[src/rtl/huc_mmu_if.sv]
// huc_mmu_if: CPU-side bus between cpu_65c02 and the huc_mmu address stage.
//   master modport: CPU side. It drives the logical address, the strobes and the
//                   TAM data, and it receives PA, the decodes, the TMA data and RDY.
//   slave  modport: huc_mmu side.
interface huc_mmu_if;
    logic [15:0] AB;
    logic        WE;
    logic        speed_hi;
    logic        mpr_we;
    logic [7:0]  mpr_sel;
    logic [7:0]  mpr_wdata;
    logic [7:0]  mpr_rdata;
    logic [20:0] PA;
    logic        io_sel;
    logic        vdc_sel;
    logic        RDY;

    modport master (
        output AB, WE, speed_hi, mpr_we, mpr_sel, mpr_wdata,
        input  mpr_rdata, PA, io_sel, vdc_sel, RDY
    );

    modport slave (
        input  AB, WE, speed_hi, mpr_we, mpr_sel, mpr_wdata,
        output mpr_rdata, PA, io_sel, vdc_sel, RDY
    );
endinterface

[src/rtl/huc_mmu.sv]
// huc_mmu: HuC6280 MMU and bus-timing stage.
//   The stage maps the 16-bit logical address onto the 21-bit physical address through
//   MPR0..MPR7, which are selected by AB[15:13]. It serves the TAM/TMA path and decodes
//   the I/O page and the VDC window. VDC accesses made in high-speed mode are stretched
//   by holding RDY low.
// Ports:
//   clk   - system clock. All state changes on the rising edge.
//   reset - asynchronous, active-high reset.
//   bus   - huc_mmu_if.slave: AB, WE, speed_hi, mpr_we/sel/wdata in;
//           mpr_rdata, PA, io_sel, vdc_sel, RDY out.
// Build option:
//   MMU_IO_WAIT_EN - when defined, the wait FSM and its counter are built.
//                    When undefined, RDY is tied high and speed_hi is ignored.
// States (MMU_IO_WAIT_EN):
//   state  | meaning
//   S_IDLE | no stall pending. RDY = !hit, and a hit starts a stretch.
//   S_WAIT | stall cycles. RDY = 0, and the counter runs down.
//   S_DONE | held access completes. RDY = 1, and hit is ignored.
module huc_mmu #(
    parameter int         VDC_WAIT  = 1,
    parameter logic [7:0] IO_BANK   = 8'hFF,
    parameter logic [7:0] MPR_RESET = 8'h00
) (
    input logic         clk,
    input logic         reset,
    huc_mmu_if.slave    bus
);

    logic [7:0] mpr_q [8];
    logic [7:0] mpr_d [8];
    logic [7:0] bank;
    logic       io_sel_w;
    logic       vdc_sel_w;
    logic [7:0] rdata_w;

    always_comb begin
        for (int i = 0; i < 8; i++) begin
            mpr_d[i] = (bus.mpr_we && bus.mpr_sel[i]) ? bus.mpr_wdata : mpr_q[i];
        end
    end

    always_ff @(posedge clk or posedge reset) begin
        if (reset) begin
            for (int i = 0; i < 8; i++) mpr_q[i] <= MPR_RESET;
        end else begin
            for (int i = 0; i < 8; i++) mpr_q[i] <= mpr_d[i];
        end
    end

    // The mapping reads the registered MPRs, so an access in the TAM cycle itself
    // still sees the old bank.
    assign bank      = mpr_q[bus.AB[15:13]];
    assign io_sel_w  = (bank == IO_BANK);
    assign vdc_sel_w = io_sel_w && (bus.AB[12:10] == 3'b000);

    always_comb begin
        rdata_w = 8'h00;
        for (int i = 0; i < 8; i++) begin
            if (bus.mpr_sel[i]) rdata_w = rdata_w | mpr_q[i];
        end
    end

    assign bus.PA        = {bank, bus.AB[12:0]};
    assign bus.io_sel    = io_sel_w;
    assign bus.vdc_sel   = vdc_sel_w;
    assign bus.mpr_rdata = rdata_w;

`ifdef MMU_IO_WAIT_EN
    typedef enum logic [1:0] {S_IDLE, S_WAIT, S_DONE} state_t;

    localparam logic [7:0] WAIT_LOAD = 8'((VDC_WAIT > 0) ? (VDC_WAIT - 1) : 0);

    state_t     state_q, state_d;
    logic [7:0] cnt_q, cnt_d;
    logic       hit;
    logic       rdy_w;

    assign hit = vdc_sel_w && bus.speed_hi && (VDC_WAIT != 0);

    always_comb begin
        state_d = state_q;
        cnt_d   = cnt_q;
        rdy_w   = 1'b1;
        case (state_q)
            S_IDLE: begin
                rdy_w = !hit;
                if (hit) begin
                    cnt_d   = WAIT_LOAD;
                    state_d = (VDC_WAIT > 1) ? S_WAIT : S_DONE;
                end
            end
            S_WAIT: begin
                rdy_w = 1'b0;
                cnt_d = cnt_q - 8'd1;
                if (cnt_q <= 8'd1) state_d = S_DONE;
            end
            S_DONE: begin
                // The CPU still holds the VDC address here. Returning to IDLE without
                // looking at hit keeps that held address from starting a second stretch.
                rdy_w   = 1'b1;
                state_d = S_IDLE;
            end
            default: state_d = S_IDLE;
        endcase
    end

    always_ff @(posedge clk or posedge reset) begin
        if (reset) begin
            state_q <= S_IDLE;
            cnt_q   <= 8'd0;
        end else begin
            state_q <= state_d;
            cnt_q   <= cnt_d;
        end
    end

    // A stall must never be seen while reset is held, even if the address decodes
    // as a VDC hit.
    assign bus.RDY = reset | rdy_w;
`else
    assign bus.RDY = 1'b1;
`endif

endmodule
[src/flat_wrapper.sv]
// flat-port wrapper written by rule: the top's interface ports become plain ports
module huc_mmu_flat 
#(
    parameter int         VDC_WAIT  = 1,
    parameter logic [7:0] IO_BANK   = 8'hFF,
    parameter logic [7:0] MPR_RESET = 8'h00
)
  (clk, reset, bus_AB, bus_WE, bus_speed_hi, bus_mpr_we, bus_mpr_sel, bus_mpr_wdata, bus_mpr_rdata, bus_PA, bus_io_sel, bus_vdc_sel, bus_RDY);
  huc_mmu_if bus_i ();
  input logic clk;
  input logic reset;
  input wire logic [$bits(bus_i.AB)-1:0] bus_AB;
  input wire logic [$bits(bus_i.WE)-1:0] bus_WE;
  input wire logic [$bits(bus_i.speed_hi)-1:0] bus_speed_hi;
  input wire logic [$bits(bus_i.mpr_we)-1:0] bus_mpr_we;
  input wire logic [$bits(bus_i.mpr_sel)-1:0] bus_mpr_sel;
  input wire logic [$bits(bus_i.mpr_wdata)-1:0] bus_mpr_wdata;
  output wire logic [$bits(bus_i.mpr_rdata)-1:0] bus_mpr_rdata;
  output wire logic [$bits(bus_i.PA)-1:0] bus_PA;
  output wire logic [$bits(bus_i.io_sel)-1:0] bus_io_sel;
  output wire logic [$bits(bus_i.vdc_sel)-1:0] bus_vdc_sel;
  output wire logic [$bits(bus_i.RDY)-1:0] bus_RDY;
  assign bus_i.AB = bus_AB;
  assign bus_i.WE = bus_WE;
  assign bus_i.speed_hi = bus_speed_hi;
  assign bus_i.mpr_we = bus_mpr_we;
  assign bus_i.mpr_sel = bus_mpr_sel;
  assign bus_i.mpr_wdata = bus_mpr_wdata;
  assign bus_mpr_rdata = bus_i.mpr_rdata;
  assign bus_PA = bus_i.PA;
  assign bus_io_sel = bus_i.io_sel;
  assign bus_vdc_sel = bus_i.vdc_sel;
  assign bus_RDY = bus_i.RDY;
  huc_mmu #(.VDC_WAIT(VDC_WAIT), .IO_BANK(IO_BANK), .MPR_RESET(MPR_RESET)) u_core (.clk(clk), .reset(reset), .bus(bus_i));
endmodule
[config.mk]
export PLATFORM = sky130hd
export DESIGN_NAME = huc_mmu_flat
export DESIGN_NICKNAME = d
export VERILOG_FILES = /design/src/rtl/huc_mmu_if.sv /design/src/rtl/huc_mmu.sv /design/src/flat_wrapper.sv
export SDC_FILE = /design/constraint.sdc
export NUM_CORES = 1
export LEC_CHECK = 0
export CORE_ASPECT_RATIO = 2
export CORE_MARGIN = 2
export CORE_UTILIZATION = 35
export CTS_CLUSTER_DIAMETER = 150
export DETAILED_ROUTE_END_ITERATION = 16
export REMOVE_ABC_BUFFERS = 1
export SKIP_LAST_GASP = 1
export SLEW_MARGIN = 5
export SYNTH_ARGS = -nofsm -noshare
export SYNTH_HDL_FRONTEND = slang
export SYNTH_SLANG_ARGS = --single-unit
[constraint.sdc]
create_clock -name clk -period 2.2 [get_ports clk]
set_clock_uncertainty 0.1 [all_clocks]
set_input_delay 0.33 -clock clk [delete_from_list [all_inputs] [get_ports clk]]
set_output_delay 0.33 -clock clk [all_outputs]
set_load 0.005 [all_outputs]
Word level (Yosys, flattened, before mapping)
Cells that the tools add are included.
W data, S select, Z words.
- register bits after elaboration: 64
- bits in latches: 0
- memory bits (writable): 0
- memory bits (read-only): 0
- input port bits: 37
- output and inout bits: 32
- logic and storage cells: 39
- memories kept: 0
- add/subtract/negate cells: 0
- multiply operators: 0
- divide/modulo/power cells: 0
- magnitude comparators: 1
- eq/ne operators: 1
- shifts and indexed selects: 0
- multiplexer cells: 11
- bitwise operators: 8
- reductions and logical operators: 10
- operator list (operator ; count):
    $mux W8 ; 10
    $or A8 B8 Y8 ; 7
    $bmux W8 S3 ; 1
    $logic_and A1 B1 Y1 ; 9
    $eq A8 B8 Y1 const B ; 1
    $ge A4 B4 Y1 const B ; 1
    $not A3 Y4 ; 1
    $logic_not A3 Y1 ; 1

Logic depth before layout (Yosys ltp)
Gate-level depths: netlist (run 1).
- word-level depth: 15
- gate-level depth with buffers: 6
- gate-level depth less buffers: 4

Least setup slack after synthesis (run 1)
No wires, ideal clock.
- kind: input port to output port
- from: input port bus_AB[13]
- to: output port bus_vdc_sel
- data arrival time: 1.658 ns
- data required time: 1.770 ns
- path slack: 0.112 ns
- cell stages on the path: 6
- buffers on the path: 2
- path through: buf_6 buf_12 mux4_2 mux2i_1 or4_4 nor3_2
- cells in the longest elaborated chain, start to end: 6
- ends and longest elaborated chain (what ; line ; source):
    start, declared ; flat_wrapper.sv:12 ; input wire logic [$bits(bus_i.AB)-1:0] bus_AB;
    $not A3 Y4 (not written as such) ; huc_mmu.sv:52 ; assign bank = mpr_q[bus.AB[15:13]];
    $bmux W8 S3 ; huc_mmu.sv:52 ;
    $mux W8 (not written as such) (2 in a row) ; huc_mmu.sv:52 ;
    $eq A8 B8 Y1 ; huc_mmu.sv:53 ; assign io_sel_w = (bank == IO_BANK);
    $logic_and A1 B1 Y1 ; huc_mmu.sv:54 ; assign vdc_sel_w = io_sel_w && (bus.AB[12:10] == 3'b000);
    end, declared ; flat_wrapper.sv:21 ; output wire logic [$bits(bus_i.vdc_sel)-1:0] bus_vdc_sel;
Every way passes these cells. The select of a mux whose other input is x is not followed.

Worst setup path after layout (run 1)
Ends and elaborated chain as after synthesis.

==> results of run 1 <==
[kinds of logic (layout without fill, tap and decap cells)]
family,after synthesis,after routing
AO/OA/AOI/OAI,32,32
multiplexers,88,88
AND/OR/NAND/NOR,21,21
buffers and inverters,37,167
other,1,1
flip-flops,64,64
[Yosys cell counts]
library cell | n | share of area (%)
dfrtp_1 | 64 | 47
mux2_2 | 64 | 21
mux2i_1 | 8 | 2.3
or3_1 | 1 | 0.18
nand4_1 | 8 | 1.5
buf_6 | 4 | 1.3
nor3_2 | 1 | 0.29
nand2_1 | 8 | 0.88
nor2_1 | 1 | 0.11
or4_4 | 2 | 0.66
conb_1 | 1 | 0.11
inv_1 | 9 | 0.99
mux4_2 | 4 | 2.6
buf_12 | 1 | 0.59
buf_4 | 14 | 3.1
clkbuf_1 | 9 | 0.99
a22oi_1 | 32 | 7.0
mux4_1 | 12 | 9.2
[how the worst max path moves through the flow]
stage | startpoint | slack [ns] | cells after the start | endpoint
final | bus_AB[13] | -0.19 | 8 | bus_vdc_sel
after floorplan | reset | 0.17 | 1 | u_core.mpr_q[0]
after CTS | u_core.mpr_q[51] | -0.24 | 6 | bus_vdc_sel
after global placement | bus_AB[13] | -0.87 | 7 | bus_vdc_sel
after global routing | u_core.mpr_q[42] | -0.28 | 6 | bus_vdc_sel
after detailed placement | bus_AB[13] | -0.87 | 7 | bus_vdc_sel
[power by group through the flow]
stage               sequential (mW)  combinational [mW]  clock (mW)
CTS                            1.49                1.10        1.32
detailed placement             1.50                1.02           0
finish                         1.49                1.13        1.31
global placement               1.50                1.00           0
global route                   1.50                1.21        1.38
floorplan                      1.45               0.420           0
[layout make-up]
class / instances / share of cell area, %
clock buffer: 14 / 5.465
timing repair buffer: 144 / 27.00
multi-input combinational: 142 / 31.62
inverter: 9 / 0.6738
sequential: 64 / 31.94
tap: 132 / 3.294
[per-layer routing]
layer | GRT usage (%) | up-vias
li1 | - | 1164
met1 | 21.75 | 1358
met4 | 17.51 | 0
met5 | 0 | -
met2 | 37.03 | 130
met3 | 4.839 | 50
[what timing repair did]
item                       in CTS  in global routing
gates resized for setup        58                 23
pin swaps                       4                  4
setup endpoints to repair      16                 11
hold endpoints to repair        0                  0
setup buffers                  15                  5
cloned                          1                  0
[worst max-delay path: stages]
cell and delay, ns:
buf_4 0.14, buf_16 0.14, mux4_2 0.36, mux2i_4 0.09
buf_6 0.12, or4_4 0.50, nor3_4 0.15, buf_2 0.12
[stage by stage]
stage          instances  utilization [%]
4_1_cts              502            51.45
6_report             505            52.03
2_1_floorplan        215                -
3_3_place_gp         473            47.55
5_1_grt              505            52.03
3_5_place_dp         473            47.55
==> reports/summary.txt, run 1 <==
met3 wire len: 584 um
Bufs on Longest Clock Path: 2
first-pass GRT wire length: 16440 um
fraction of the mapped netlist area in adder cells: 0%
Reg-to-Reg End: u_core.mpr_q[11]
max reg flops: 64
register area: 1602 um^2
WL met2: 5659 um
sequential share of power: 38.1%
DR iter-0 viols: 143
Tot Pwr: 3.925 mW
CTS H-tree lvls: 3
crit share post-route: 108.8%
row count: 51
number of global-route vias before repair: 3033
RR Startpoint: u_core.mpr_q[11]
Net Switching: 1.019 mW
CORE AREA: 9635 um^2
DR vias: 2702
DR DRC count: 0
Horiz. Die Dim: 73.82 um
vias per cell: 5.350
CTS Buf Count: 9
final global-route overflow total: 0
DP HPWL: 7417 um
Cell Pwr Density: 782.9 nW/um^2
status: finished, violations left
sequential-to-total area share from yosys stat: 46.94%
max-slew violations: 0
PortBufs: 45
die area: 10600 um^2
internal cell power: 2.907 mW
total track usage: 21.73%
Pleak: 2.216 nW
setup violators final: 2
nets@finish: 407
pre-CTS WS: -0.8704 ns
Worst Path Required: 1.77 ns
DR pass1 iterations: 4
Routed WL: 10820 um
commonest non-fill, non-tap cell in the layout: buf_4
worst setup margin: -0.1944 ns
Logic pwr share: 28.7%
initial antenna violation count: 0
WHS: 0.2939 ns
number of distinct library cells after synthesis: 18
antenna viol nets, final: 0
setup TNS: -0.3420 ns
Yosys warning total: 0
Largest regs: u_core.mpr_q x64
num ports: 69
most frequent cells in the layout: 83 x buf_4, 64 x mux2_2, 64 x dfrtp_1, 30 x a22oi_1, 23 x clkdlybuf4s50_1
CTS Sinks: 64
Multi-input gate area: 1585 um^2
synthesized area: 3412 um^2
final hold vios: 0
Worst setup SP type: input port
Synth Instances: 243
RSZ-0062 raised after global routing: true
filler instances: 828
top sig layer: met4
P&R area growth vs syn: 46.94%
Reg2Reg Depth: 2
largest register by flop count: u_core.mpr_q
Cell Area, Placed: 4582 um^2
Net Sw Frac: 25.95%
power share of the clock group: 33.3%
chip height: 143.6 um
CP max FO: 8
failing checks: negative setup slack
CTS tree: done
Max Clock Freq: 0.4176 GHz
Antenna Cells: 0
Root Buffer: clkbuf_16
Post-Synth XOR/XNOR Area: 0%
wl on met1: 3773 um
Layout Cell Area excl Fill: 5014 um^2
clk slew on worst S/H paths: 0.05 ns
R2R setup slack: 1.15 ns
maximum vdd ir drop: 428.0 uV
Simple-Gate Fraction of Synth Area: 3.594%
Worst EP arrival: 1.96 ns
post-synthesis compound-gate area fraction: 7.041%
hold buffer count at CTS: 0
largest net degree at the start of global routing: 65
initial core utilization: 35.41%
largest family of logic cells by synthesized area: multiplexers
post-synthesis mux area share: 35.35%
register bit count reported by yosys: 64
max cap viols: 0
Clock Latency Late Sink: 0.32 ns
Critical Setup Path Class: in -> out
Avg Inst Size Synth: 14.04 um^2
routed len/inst: 21.43 um
placer congestion estimate: 0.9004
final worst path period need: 2.394 ns
Hold WC Path Type: in -> async
CP endpoint kind: primary output
share of cells above drive strength 1: 57.91%
Power figures use the tool's default switching activity.
==> run 2, diff against run 1 <==
- CAP_MARGIN: unset -> 20
- RECOVER_POWER: unset -> 25
==> run 2 against run 1 <==
Effect of this change:
- the run still ends with negative setup slack left
- critical path depth unchanged
- routed wire length up 0.14%
- die area unchanged
- worst setup slack about the same
- non-clock buffer count unchanged
- critical path type unchanged
- largest cell class unchanged
==> reports/summary.txt, run 2 (same netlist as run 1, synthesis figures left out) <==
DR pass1 iterations: 6
Logic pwr share: 28.6%
setup TNS: -0.3421 ns
Routed WL: 10840 um
chip height: 143.6 um
worst setup margin: -0.1944 ns
Worst Path Required: 1.77 ns
initial antenna violation count: 0
most frequent cells in the layout: 83 x buf_4, 64 x mux2_2, 64 x dfrtp_1, 30 x a22oi_1, 22 x clkdlybuf4s50_1
Pleak: 2.211 nW
vias per cell: 5.368
final hold vios: 0
num ports: 69
CTS Sinks: 64
DR iter-0 viols: 143
P&R area growth vs syn: 46.50%
share of cells above drive strength 1: 57.91%
initial core utilization: 35.41%
Slew headroom: 2.055%
placer congestion estimate: 0.9004
largest net degree at the start of global routing: 65
routed len/inst: 21.46 um
Cell Pwr Density: 784.7 nW/um^2
clk slew on worst S/H paths: 0.05 ns
Largest regs: u_core.mpr_q x64
final global-route overflow total: 0
Core Util, Final: 51.88%
row count: 51
CTS tree: done
Max Clock Freq: 0.4176 GHz
Antenna Cells: 0
Horiz. Die Dim: 73.82 um
power share of the clock group: 33.3%
Tot Pwr: 3.923 mW
commonest non-fill, non-tap cell in the layout: buf_4
CTS H-tree lvls: 3
number of global-route vias before repair: 3033
crit share post-route: 108.8%
Layout Cell Area excl Fill: 4999 um^2
Non-Filler Instances: 505
Net Sw Frac: 25.99%
slowest cell on the critical path: or4_4
Hold WC Path Type: reg -> reg
RR Startpoint: u_core.mpr_q[11]
die area: 10600 um^2
CP endpoint kind: primary output
Crit path largest cell delay: 0.50 ns
CP max FO: 8
slew at the pin closest to its max-slew limit: 1.469 ns
CORE AREA: 9635 um^2
Inst Count DP: 473
Cell Area, Placed: 4582 um^2
max cap viols: 0
internal cell power: 2.903 mW
maximum vdd ir drop: 428.2 uV
R2R setup slack: 1.15 ns
Root Buffer: clkbuf_16
failing checks: negative setup slack
Critical Setup Path Class: in -> out
max reg flops: 64
nets@finish: 407
DR vias: 2711
final worst path period need: 2.394 ns
largest register by flop count: u_core.mpr_q
Worst setup SP type: input port
PortBufs: 45
min-delay src: u_core.mpr_q[49]
CP Launch Point: bus_AB[13]
CTS Buf Count: 9
max-slew violations: 0
setup violators final: 2
antenna viol nets, final: 0
DP HPWL: 7417 um
Net Switching: 1.020 mW
hold buffer count at CTS: 0
status: finished, violations left
total track usage: 21.73%
Worst EP arrival: 1.96 ns
DR DRC count: 0
worst-path cell chain: buf_4 > buf_16 > mux4_2 > mux2i_4 > buf_6 > or4_4 > nor3_4 > buf_2
first-pass GRT wire length: 16440 um
RSZ-0062 raised after global routing: true
Clock Latency Late Sink: 0.32 ns
Bufs on Longest Clock Path: 2
sequential share of power: 38.1%
==> run 2: changes by cell type in the layout (fill, tap and decap cells not counted) <==
cell             previous run  this run
clkdlybuf4s50_1            23        22
buf_12                     13        12
buf_2                       6         7
dlygate4sd3_1               0         1
==> run 2: timing repair <==
item	in CTS	in global routing
buffers inserted	15	5
endpoints found under the hold margin	0	0
pin swaps	4	4
cloned	1	0
endpoints found under the setup margin	16	11
gates resized for setup	58	23
==> run 2: final timing paths <==
| kind | cells after the start | endpoint |
|---|---|---|
| worst max-delay path | 8 | bus_vdc_sel |
| worst min-delay path | 1 | u_core.mpr_q[49] |
| worst max register to register | 2 | u_core.mpr_q[11] |
| worst min register to register | 1 | u_core.mpr_q[49] |
| max in group asynchronous | 3 | u_core.mpr_q[26] |
| min in group asynchronous | 3 | u_core.mpr_q[45] |
==> run 2: cell type report <==
| cell class | count | area, um^2 |
|---|---|---|
| sequential | 64 | 1602 |
| tap | 132 | 165.2 |
| fill | 830 | 4637 |
| inverter | 9 | 33.78 |
| timing repair buffer | 144 | 1339 |
| clock buffer | 14 | 274.0 |
| multi-input combinational | 142 | 1585 |
==> run 2: metrics by stage <==
step	setup slack, ns	hold slack, ns
after CTS	-0.2360	0.2989
after global routing	-0.2842	0.4723
after global placement	-0.8666	0.4230
final	-0.1944	0.4514
after detailed placement	-0.8704	0.4246
after floorplan	0.1719	0.3806
==> run 2: routing by layer <==
layer  part of all wire [%]  track usage, %  routed length, um  vias up
met3                    5.4           4.839                586       50
met5                      0               0                  0        -
met1                     35           21.75               3782     1365
met2                     52           37.03               5665      132
met4                    7.4           17.51                802        0
li1                       -               -                  -     1164
==> run 2: power groups by stage <==
| stage | Sequential (mW) | Combinational [mW] | Clock (mW) |
|---|---|---|---|
| floorplan | 1.45 | 0.420 | 0 |
| global placement | 1.50 | 1.00 | 0 |
| detailed placement | 1.50 | 1.02 | 0 |
| CTS | 1.49 | 1.10 | 1.32 |
| global route | 1.50 | 1.20 | 1.38 |
| finish | 1.49 | 1.12 | 1.31 |
==> run 2: critical path, delay by kind of cell <==
kind	cells	cell delay (ns)
and+or+nand+nor	2	0.65
muxes	2	0.45
buffers and inverters	4	0.52
==> run 3, diff against run 2 <==
- CELL_PAD_IN_SITES_DETAIL_PLACEMENT: unset -> 1
- CELL_PAD_IN_SITES_GLOBAL_PLACEMENT: unset -> 1
- PLACE_DENSITY_LB_ADDON: unset -> 0.1
==> run 3 against run 2 <==
Effect of this change:
- the run still ends with negative setup slack left
- first-iteration DRC count fell by 22%
- sequential cell count unchanged
- via count shrank 1.9%
- worst setup slack improved by 0.0099 ns
- sequential power barely moved
- count of clock-buffer cells in the layout shrank 2
- non-clock buffer count fell by 7
- power is 3.8% higher
- global-route usage increased by 2.5 points
- largest power group unchanged
==> reports/summary.txt, run 3 (same netlist as run 1, synthesis figures left out) <==
most frequent cells in the layout: 79 x buf_4, 64 x mux2_2, 64 x dfrtp_1, 26 x a22oi_1, 25 x clkdlybuf4s50_1
Worst EP arrival: 1.95 ns
share of cells above drive strength 1: 58.86%
Worst setup SP type: flop
DP HPWL: 8035 um
Worst Path Buf+Inv: 1
Inst Count DP: 472
antenna viol nets, final: 0
crit share post-route: 108.4%
Bufs on Longest Clock Path: 2
CP endpoint kind: primary output
maximum vdd ir drop: 538.3 uV
slowest cell on the critical path: or4_4
DR DRC count: 0
number of global-route vias before repair: 2915
filler instances: 991
PortBufs: 45
worst setup margin: -0.1845 ns
Horiz. Die Dim: 73.82 um
Clock Latency Late Sink: 0.34 ns
Worst Path Required: 1.77 ns
final global-route overflow total: 0
first-pass GRT wire length: 17670 um
max reg flops: 64
Routed WL: 11850 um
Core Util, Final: 51.32%
clk slew on worst S/H paths: 0.05 ns
hold buffer count at CTS: 0
CORE AREA: 9635 um^2
failing checks: negative setup slack
WHS: 0.2912 ns
final hold vios: 0
largest register by flop count: u_core.mpr_q
placer congestion estimate: 0.7879
CTS Buf Count: 9
setup violators final: 3
vias per cell: 5.329
Non-Filler Instances: 499
max-slew violations: 0
DR iter-0 viols: 111
CTS H-tree lvls: 3
worst-path cell chain: mux4_2 > mux2i_2 > or4_4 > nor3_2 > buf_2
CTS tree: done
CP max FO: 3
Max Clock Freq: 0.4194 GHz
Largest regs: u_core.mpr_q x64
slew at the pin closest to its max-slew limit: 0.8341 ns
R2R setup slack: 1.08 ns
DR vias: 2659
Antenna Cells: 0
nets@finish: 400
CTS Sinks: 64
routed len/inst: 23.74 um
Critical Setup Path Class: reg -> out
Root Buffer: clkbuf_16
final worst path period need: 2.384 ns
largest net degree at the start of global routing: 57
Crit path largest cell delay: 0.55 ns
initial core utilization: 35.41%
setup TNS: -0.4007 ns
num ports: 69
commonest non-fill, non-tap cell in the layout: buf_4
status: finished, violations left
Cell Pwr Density: 823.2 nW/um^2
RSZ-0062 raised after global routing: true
Pleak: 2.170 nW
Largest delay share family, worst path: simple AND/OR/NAND/NOR gates
max cap viols: 0
P&R area growth vs syn: 44.92%
row count: 51
initial antenna violation count: 0
Slew headroom: 44.39%
Tot Pwr: 4.070 mW
chip height: 143.6 um
die area: 10600 um^2
total track usage: 24.22%
Hold WC Path Type: in -> async
DR pass1 iterations: 6
## run 3: cell types whose count changed in the layout (fill, tap and decap cells not counted), sizes merged, moves of 2 or more
| cell | previous run | this run |
|---|---|---|
| buf | 106 | 100 |
| clkdlybuf4s50 | 22 | 25 |
| clkbuf | 16 | 14 |
| clkdlybuf4s15 | 2 | 0 |
| clkinv | 0 | 2 |
| dlymetal6s2s | 6 | 4 |
## run 3: layer usage
metal  up-vias  share of wire [%]  global-route usage [%]
li1       1149                  -                       -
met1      1393                 38                   27.87
met2        93                 55                   41.35
met3        24                4.1                   5.259
met4         0                3.1                   11.87
met5         -                  0                       0
## run 3: final cells by class
type                    instances  area [um^2]  share of cell area (%)
repair buffers                137         1232                   24.92
clock buffers                  12        266.5                   5.390
flip-flops and latches         64         1602                   32.39
inverters                       9        33.78                  0.6832
multi-input cells             142         1605                   32.46
well taps                     132        165.2                   3.340
clock inverters                 3        40.04                  0.8097
## run 3: through the flow
| step | worst slack (ns) | area (um^2) |
|---|---|---|
| 2_1_floorplan | 0.1719 | 3208 |
| 4_1_cts | -0.2329 | 4893 |
| 3_5_place_dp | -0.9213 | 4512 |
| 6_report | -0.1845 | 4945 |
| 5_1_grt | -0.2232 | 4945 |
| 3_3_place_gp | -0.8842 | 4512 |
## run 3: power by group
| group | total, mW | switching [mW] | internal [mW] |
|---|---|---|---|
| clock | 1.46 | 0.507 | 0.958 |
| combinational | 1.12 | 0.427 | 0.693 |
| sequential | 1.49 | 0.131 | 1.35 |
## run 3: worst paths after layout
kind,from,endpoint,cells after the start
max,u_core.mpr_q[48],bus_vdc_sel,5
min,reset,u_core.mpr_q[26],2
max reg2reg,u_core.mpr_q[9],u_core.mpr_q[9],3
min reg2reg,u_core.mpr_q[8],u_core.mpr_q[8],1
max in group asynchronous,reset,u_core.mpr_q[11],3
min in group clk,u_core.mpr_q[8],u_core.mpr_q[8],1
## run 3: repair_timing
item / CTS / global route
endpoints found under the setup margin: 16 / 14
resized for setup: 71 / 16
setup buffers: 9 / 5
pin swaps: 4 / 4
gates cloned: 2 / 0
